[src/rtl/fp_fmt_pkg.sv]
// Shared definitions for the 11-bit {exn, sign, exp[3:0], frac[3:0]} floating-point format
// used by the fsqrt / fsquare_seq operator pair.
package fp_fmt_pkg;

    localparam int WE   = 4;
    localparam int WF   = 4;
    localparam int BIAS = 7;
    localparam int W    = WE + WF + 3;

    localparam logic [1:0] EXN_ZERO = 2'b00;
    localparam logic [1:0] EXN_NORM = 2'b01;
    localparam logic [1:0] EXN_INF  = 2'b10;
    localparam logic [1:0] EXN_NAN  = 2'b11;

    localparam logic [W-1:0] POS_ZERO = 11'h000;
    localparam logic [W-1:0] POS_INF  = 11'h400;
    localparam logic [W-1:0] QNAN     = 11'h600;

    typedef enum logic [1:0] {
        IDLE = 2'd0,
        MUL  = 2'd1,
        NORM = 2'd2,
        DONE = 2'd3
    } fsq_state_t;

endpackage

[src/rtl/fsq_round_pack.sv]
// Normalises the 10-bit mantissa square, rounds it to nearest-even and packs the result,
// saturating to +inf on exponent overflow and flushing to +0 on underflow.
module fsq_round_pack
    import fp_fmt_pkg::*;
(
    input  logic [2*(WF+1)-1:0] p,
    input  logic [WE-1:0]       exp,
    output logic [W-1:0]        r
);

    logic              e_adj;
    logic [WF-1:0]     frac_r;
    logic              g;
    logic              sticky;
    logic              rnd;
    logic [WF:0]       f_sum;
    logic signed [6:0] e_b;

    always_comb begin
        if (p[9]) begin
            frac_r = p[8:5];
            g      = p[4];
            sticky = |p[3:0];
            e_adj  = 1'b1;
        end else begin
            frac_r = p[7:4];
            g      = p[3];
            sticky = |p[2:0];
            e_adj  = 1'b0;
        end

        rnd   = g & (sticky | frac_r[0]);
        f_sum = {1'b0, frac_r} + {{WF{1'b0}}, rnd};

        // Squaring doubles the unbiased exponent: 2*(exp-B)+B = 2*exp-B.
        e_b = $signed({2'b00, exp, 1'b0}) - 7'(BIAS)
            + $signed({6'b0, e_adj}) + $signed({6'b0, f_sum[WF]});

        if (e_b > 7'sd15) begin
            r = POS_INF;
        end else if (e_b < 7'sd0) begin
            r = POS_ZERO;
        end else begin
            r = {EXN_NORM, 1'b0, e_b[WE-1:0], f_sum[WF-1:0]};
        end
    end

endmodule

[src/rtl/fsquare_seq.sv]
// Sequential squarer R = X*X: a five-cycle shift-add mantissa multiplier followed by one
// round/pack cycle, with valid/ready handshakes on input and output.
module fsquare_seq
    import fp_fmt_pkg::*;
#(
    parameter int ID = 1
) (
    input  logic         clk,
    input  logic         rst_n,
    input  logic         in_valid,
    output logic         in_ready,
    input  logic [W-1:0] X,
    output logic         out_valid,
    input  logic         out_ready,
    output logic [W-1:0] R
);

    localparam int UNUSED_ID = ID;

    fsq_state_t          state_q, state_d;
    logic [2:0]          cnt_q, cnt_d;
    logic [2*(WF+1)-1:0] acc_q, acc_d;
    logic [WF:0]         mcand_q, mcand_d;
    logic [1:0]          exn_q, exn_d;
    logic [WE-1:0]       exp_q, exp_d;
    logic [W-1:0]        r_q, r_d;
    logic [W-1:0]        packed_r;

    // The result is always positive, so the operand sign is never consulted.
    logic unused_sign;
    assign unused_sign = X[8];

    fsq_round_pack u_round_pack (
        .p   (acc_q),
        .exp (exp_q),
        .r   (packed_r)
    );

    always_ff @(posedge clk or negedge rst_n) begin
        if (!rst_n) begin
            state_q <= IDLE;
            cnt_q   <= '0;
            acc_q   <= '0;
            mcand_q <= '0;
            exn_q   <= EXN_ZERO;
            exp_q   <= '0;
            r_q     <= POS_ZERO;
        end else begin
            state_q <= state_d;
            cnt_q   <= cnt_d;
            acc_q   <= acc_d;
            mcand_q <= mcand_d;
            exn_q   <= exn_d;
            exp_q   <= exp_d;
            r_q     <= r_d;
        end
    end

    always_comb begin
        state_d = state_q;
        cnt_d   = cnt_q;
        acc_d   = acc_q;
        mcand_d = mcand_q;
        exn_d   = exn_q;
        exp_d   = exp_q;
        r_d     = r_q;

        unique case (state_q)
            IDLE: begin
                if (in_valid) begin
                    exn_d   = X[10:9];
                    exp_d   = X[7:4];
                    mcand_d = {1'b1, X[3:0]};
                    cnt_d   = '0;
                    acc_d   = '0;
                    // Specials still pass through the packing cycle, giving them a
                    // one-cycle latency that matches the normal path's final step.
                    state_d = (X[10:9] == EXN_NORM) ? MUL : NORM;
                end
            end
            MUL: begin
                if (mcand_q[cnt_q]) begin
                    acc_d = acc_q + ({{(WF+1){1'b0}}, mcand_q} << cnt_q);
                end
                cnt_d = cnt_q + 3'd1;
                if (cnt_q == 3'(WF)) begin
                    state_d = NORM;
                end
            end
            NORM: begin
                unique case (exn_q)
                    EXN_ZERO: r_d = POS_ZERO;
                    EXN_INF:  r_d = POS_INF;
                    EXN_NAN:  r_d = QNAN;
                    default:  r_d = packed_r;
                endcase
                state_d = DONE;
            end
            DONE: begin
                if (out_ready) begin
                    state_d = IDLE;
                end
            end
            default: state_d = IDLE;
        endcase
    end

    assign in_ready  = (state_q == IDLE);
    assign out_valid = (state_q == DONE);
    assign R         = r_q;

endmodule

[config.mk]
export PLATFORM = sky130hd
export DESIGN_NAME = fsquare_seq
export DESIGN_NICKNAME = d
export VERILOG_FILES = /design/src/rtl/fp_fmt_pkg.sv /design/src/rtl/fsq_round_pack.sv /design/src/rtl/fsquare_seq.sv
export SDC_FILE = /design/constraint.sdc
export NUM_CORES = 1
export LEC_CHECK = 0
export ABC_AREA = 1
export ABC_CLOCK_PERIOD_IN_PS = 2450
export BUFFER_PORTS_ARGS = -buffer_cell sky130_fd_sc_hd__buf_2
export CORE_MARGIN = 4
export CORE_UTILIZATION = 40
export DETAILED_ROUTE_END_ITERATION = 8
export PLACE_DENSITY = 0.7
export SYNTH_ARGS = -nofsm -noshare
export SYNTH_HDL_FRONTEND = slang
export SYNTH_HIERARCHICAL = 1
export SYNTH_SLANG_ARGS = --single-unit
[constraint.sdc]
create_clock -name clk -period 2.45 [get_ports clk]
set_input_delay 0.49 -clock clk [delete_from_list [all_inputs] [get_ports clk]]
set_output_delay 0.49 -clock clk [all_outputs]
set_load 0.02 [all_outputs]
Word-level counts from Yosys, hierarchy flattened
Cells that the tools add are included.
Widths: inputs -> output; s select.
{"block": "op_classes", "n_eq_ne": 11, "shifts": 1, "mux": 19, "n_reduce_logical": 9, "addsub": 6, "order_cmp": 3, "bitwise": 2}
{"operator": "$pmux 11 s3", "n": 1}
{"operator": "$mux 10", "n": 3}
{"operator": "$pmux 10 s2", "n": 1}
{"operator": "$add 7x2->7", "n": 2}
{"operator": "$mux 11", "n": 1}
{"operator": "$add 10x10->10", "n": 1}
{"operator": "$shl 5x3->10", "n": 1}
{"operator": "$eq 2x2->1 const B", "n": 4}
{"operator": "$mux 2", "n": 4}
{"operator": "$pmux 2 s4", "n": 1}
{"operator": "$gt 7x5->1 const B", "n": 1}
{"operator": "$lt 7x1->1 const B", "n": 1}
{"operator": "$ne 2x2->1 const B", "n": 3}
{"operator": "$pmux 3 s2", "n": 1}
{"operator": "$reduce_and 3->1", "n": 2}
{"operator": "$sub 5x3->6 const B", "n": 1}
{"operator": "$add 4x1->5", "n": 1}
{"operator": "$eq 2x1->1 const B", "n": 2}
{"operator": "$logic_not 2->1", "n": 2}
{"operator": "$lt 3x4->1 const B", "n": 1}
{"operator": "$mux 1", "n": 4}
{"operator": "$mux 4", "n": 1}
{"operator": "$reduce_and 2->1", "n": 2}
{"operator": "$reduce_or 4->1", "n": 1}
{"operator": "9 further kinds", "n": 9}
{"block": "totals", "out_inout_bits": 13, "in_bits": 15, "word_cells": 58, "ff_bits": 37}

Logic depth before layout (Yosys ltp)
{"block": "logic_depth", "ltp_word": 10, "depth_mapped": 18, "ltp_nobuf": 17}

Cells and area by module
Netlist, hierarchy kept.
{"mod": "fsquare_seq", "n_inst": 1, "area_per_inst_um2": 2267.2, "seq_area_each_um2": 925.9, "cells_per_inst": 279}
{"mod": "fsq_round_pack", "n_inst": 1, "area_per_inst_um2": 460.4, "seq_area_each_um2": 0.0, "cells_per_inst": 83}

Worst setup path before layout
No wires, ideal clock.
{"block": "synth_path", "path_type": "register to register", "startpoint": "register acc_q[9]", "endpoint": "register r_q[2] (netlist: R[2])", "path_slack_ns": 0.101, "n_path_buf": 1, "path_stages_with_launch": 18, "arrival_time_ns": 2.266, "period_less_slack_ns": 2.349, "cell_sequence": "dfrtp_1 > buf_6 > nand2_1 > nand2_2 > nor2_4 > ha_1 > nand4_1 > ha_1 > inv_1 > ha_1 > nand3_1 > nand2_1 > nand2_1 > inv_1 > nand4_4 > nor2_1 > nand3_1 > o21ai_0"}
{"block": "synth_between", "elab_chain_cells": 9}
{"element": "from (decl)", "line_no": "fsquare_seq.sv:22", "rtl": "logic [2*(WF+1)-1:0] acc_q, acc_d;"}
{"element": "from (signal assigned)", "line_no": "fsquare_seq.sv:43", "rtl": "acc_q <= '0;"}
{"element": "from (signal assigned)", "line_no": "fsquare_seq.sv:51", "rtl": "acc_q <= acc_d;"}
{"element": "$mux 1 / $mux 4 (equally long branches)", "line_no": "fsq_round_pack.sv:20", "rtl": "if (p[9]) begin"}
{"element": "$or 1x1->1", "line_no": "fsq_round_pack.sv:32", "rtl": "rnd = g & (sticky | frac_r[0]);"}
{"element": "$and 1x1->1", "line_no": "fsq_round_pack.sv:32"}
{"element": "$add 4x1->5", "line_no": "fsq_round_pack.sv:33", "rtl": "f_sum = {1'b0, frac_r} + {{WF{1'b0}}, rnd};"}
{"element": "$add 7x2->7", "line_no": "fsq_round_pack.sv:37", "rtl": "+ $signed({6'b0, e_adj}) + $signed({6'b0, f_sum[WF]});"}
{"element": "$lt 7x1->1", "line_no": "fsq_round_pack.sv:41", "rtl": "end else if (e_b < 7'sd0) begin"}
{"element": "$mux 10", "line_no": "fsq_round_pack.sv:41"}
{"element": "$mux 11 (*)", "line_no": "fsq_round_pack.sv:39", "rtl": "if (e_b > 7'sd15) begin"}
{"element": "named net packed_r[2]", "line_no": "fsquare_seq.sv:27", "rtl": "logic [W-1:0] packed_r;"}
{"element": "$pmux 11 s3 (*)", "line_no": "fsquare_seq.sv:91", "rtl": "unique case (exn_q)"}
{"element": "to (signal assigned)", "line_no": "fsquare_seq.sv:55", "rtl": "r_q <= r_d;"}
{"element": "to (decl)", "line_no": "fsquare_seq.sv:26", "rtl": "logic [W-1:0] r_q, r_d;"}
Mark *: on every way through the listed nets, which the timed path passes. The rest lies on a longest branch.
A chain may end at the register's enable or synchronous reset.

Worst setup path in the final report
{"block": "layout_path", "startpoint": "register acc_q[9]", "endpoint": "register r_q[5] (netlist: R[5])"}
{"block": "layout_between", "elab_chain_cells": 9}
{"element": "$mux 1 / $mux 4 (equally long branches)", "line_no": "fsq_round_pack.sv:20"}
{"element": "$or 1x1->1", "line_no": "fsq_round_pack.sv:32"}
{"element": "$and 1x1->1", "line_no": "fsq_round_pack.sv:32"}
{"element": "$add 4x1->5", "line_no": "fsq_round_pack.sv:33"}
{"element": "$add 7x2->7 (*)", "line_no": "fsq_round_pack.sv:37"}
{"element": "$lt 7x1->1", "line_no": "fsq_round_pack.sv:41"}
{"element": "$mux 10", "line_no": "fsq_round_pack.sv:41"}
{"element": "$mux 11 (*)", "line_no": "fsq_round_pack.sv:39"}
{"element": "named net packed_r[5]", "line_no": "fsquare_seq.sv:27"}
{"element": "$pmux 11 s3 (*)", "line_no": "fsquare_seq.sv:91"}
Marked as above.

==> results.yml <==
run_status:
  status: "complete, but fails checks"
  violations: "negative setup slack"
route:
  ant_nets: 0
  vias: 2479
  avgRoutedWirePerCell_um: 13.6
  drcViolationCount: 0
  routed_wirelength_um: 6600
  first_pass_iters: 4
  vias_per_cell: 5.12
  drt-initial-drc-count: 139
logic_synthesis:
  synthSimpleGateAreaFrac: 0.318
  synthAdderAreaFrac: 0.0991
  synth.top_cell.area_share: 0.339
  yosys-top-cells-area: "dfrtp_1, nand2_1, ha_1"
  synth_area_per_cell_um2: 7.53
  synth_area_um2: 2730
  synth_xor_area_frac: 0.0225
  synth.distinct_cells: 35
  ys_seq_area_frac: 0.339
  synth_top_area_cell: "dfrtp_1"
  ys_ff_latch: 37
  ys_warn_count: 6
  synth.net_count: 398
  netlist_instances: 362
  yosys-mux-area-fraction: 0.0289
  synth_top_family_by_area: "simple AND/OR/NAND/NOR gates"
  synth_compound_area_frac: 0.0991
die:
  design.portCount: 28
  fp.dieW_um: 90.6
  start_util: 0.420
  dieHeight_um: 90.6
  placementRows: 29
  core-area_um2: 6490
  dieArea_um2: 8200
hold_path:
  hold_path_class: "in -> async"
clocking:
  clock_path_buffers: 2
  insertion_delay_ps: 300
  cts_buffers: 5
  root_buffer: "clkbuf_8"
  cts_tree: "built"
  cts.htree.levels: 2
  clk_pin_slew_ps: 80
  clock_sinks: 37
grt:
  grt_pass1_wl_um: 10800
  grt-ovfl-total: 0
  grt_usage: 0.159
  antenna_found_initial: 0
  grt_max_degree: 38
  grt_pass1_vias: 2410
sta:
  hold_viol_final: 0
  post-route-period-util: 1.00
  period_needed_ps: 2460
  finalWorstSetupSlack_ps: -10.3
  final.setup.tns_ps: -10.3
  slew_headroom: 0.414
  setup_viol: 1
  worst-slew-pin-transition_ps: 880
  rsz0062_at_grt: "yes"
  slew_violations: 0
  clock.fmax_mhz: 406
  fin_skew_ps: 9.70
critical_path:
  arrival_ps: 2680
  r2r_start: "acc_q[9]"
  critPathLaunchType: "register"
  end_kind: "register"
  cp_slowest_cell: "dfrtp_2"
  path_max_fanout: 8
  worst-endpoint-required_ps: 2670
  crit_type: "reg -> reg"
  crit_chain: "inv_4 -> nand2_4 -> nand2_4 -> nor2_4 -> ha_4 -> nand4_1 -> ha_2 -> inv_2 -> ha_4 -> nand3_4 -> nand2_2 -> nand2_2 -> inv_2 -> nand4_4 -> nor2_2 -> nand3_1 -> o21ai_1"
  slowest_delay_ps: 470
  crit_path_start: "acc_q[9]"
cells_and_area:
  synthToLayoutAreaGrowth_pct: 19.7
  nets: 442
  antenna_cells: 0
  layout-drive-gt1-share: 0.283
place:
  gp_congestion: 0.839
  place_worst_setup_slack_ps: -61.5
  io_buffers: 26
  dp_hpwl_um: 4540
pwr:
  p_leak_nw: 1.66
  powerDensity_nw_per_um2: 1350
  ir_worst_vdd_mv: 0.704
run:
  cap_violations: 0
-- final timing paths --
check | to | slack (ps) | cells after the start
worst min register to register | R[0] | 490 | 2
worst max register to register | R[5] | -10 | 17
worst max-delay path | R[5] | -10 | 17
min in group clk | exp_q[1] | 420 | 2
max in group asynchronous | cnt_q[0] | 1530 | 1
worst min-delay path | acc_q[1] | 300 | 1
-- critical path: cells and delay by family (launching register included) --
family | cells | cell delay, ps
compound gates | 1 | 160
simple gates | 10 | 1000
flops | 1 | 470
fa+ha+maj | 3 | 530
buf+inv | 3 | 210
-- state kept, by name, indices dropped and copies added (netlist names) --
register / cells
exn_q: 2
cnt_q: 3
mcand_q: 5
R: 11
state_q: 2
exp_q: 4
acc_q: 10
-- cell usage after synthesis --
cell and n:
o21a_1 2, nand4_1 5, nand4_4 1, nand2_1 95, a31oi_1 1, nand3b_1 3, ha_1 20, nor2_8 1
o211ai_1 1, buf_2 2, inv_2 2, nor3_1 1, o22ai_1 1, o21ai_0 25, nor2_4 3, inv_1 43
dfrtp_1 37, buf_4 1, conb_1 1, inv_4 3, mux2_2 7, xor2_1 3, nand2_2 15, fa_1 1
o21ai_2 2, a211oi_2 1, o21ai_1 5, nand2_4 1, clkbuf_1 3, xnor2_1 4, nand3_1 33, nor2_1 20
nor2_2 5, a21oi_1 11, buf_6 3
-- layout make-up --
type / instances / area, µm²
fillers: 601 / 3230
multi-input cells: 268 / 1640
flip-flops and latches: 37 / 928
repair buffers: 46 / 280
inverters: 48 / 188
well taps: 77 / 96.3
clock buffers: 5 / 68.8
clock inverters: 3 / 65.1
-- cell usage in the layout (no fill, tap or decap), drive strengths merged, types with 2 or more instances in the layout --
cell type and instances:
xnor2 4, bufinv 2, dfrtp 37, inv 48, nand3b 3, buf 46, nor2 29, nand2 111
nand4 6, ha 20, clkbuf 5, nand3 33, o21a 2, xor2 3, a21oi 11, mux2 7
o21ai 32
-- logic make-up (layout without fill, tap and decap cells) --
group,after synthesis,after routing
AO/OA/AOI/OAI,49,49
XOR/XNOR,7,7
adder cells (fa/ha/maj),21,21
buffers and inverters,57,102
flip-flops,37,37
multiplexers,7,7
other,1,1
AND/OR/NAND/NOR,183,183
-- power by group --
group	internal [W]	switching, W
Combinational	0.00104	0.00163
Clock	0.000405	0.000242
Sequential	0.000838	0.000243
Total	0.00228	0.00211
-- what timing repair did --
item                       CTS  global route
setup endpoints to repair    8            15
gates cloned                 0             0
buffers inserted             1             6
pin swaps                    4            15
hold buffers                 0             0
resized for setup           11            27
-- per-layer routing --
layer | wire length [µm] | global-route usage | vias up
met5 | 0 | 0 | -
met4 | 116 | 0.0497 | 0
met3 | 342 | 0.0342 | 12
met2 | 3240 | 0.261 | 60
met1 | 2900 | 0.207 | 1162
li1 | - | - | 1245
-- metrics by stage --
| step | total power, W | area (µm²) | hold WS, ps | util | instances |
|---|---|---|---|---|---|
| 6_report | 0.00439 | 3260 | 303 | 0.503 | 484 |
| 5_1_grt | 0.00478 | 3260 | 358 | 0.503 | 484 |
| 3_3_place_gp | 0.00340 | 2990 | 468 | 0.460 | 469 |
| 3_5_place_dp | 0.00347 | 2990 | 468 | 0.460 | 469 |
| 2_1_floorplan | 0.00291 | 2730 | 194 | - | 362 |
| 4_1_cts | 0.00418 | 3160 | 340 | 0.486 | 478 |
No activity file was read; power rests on OpenSTA's default activity.
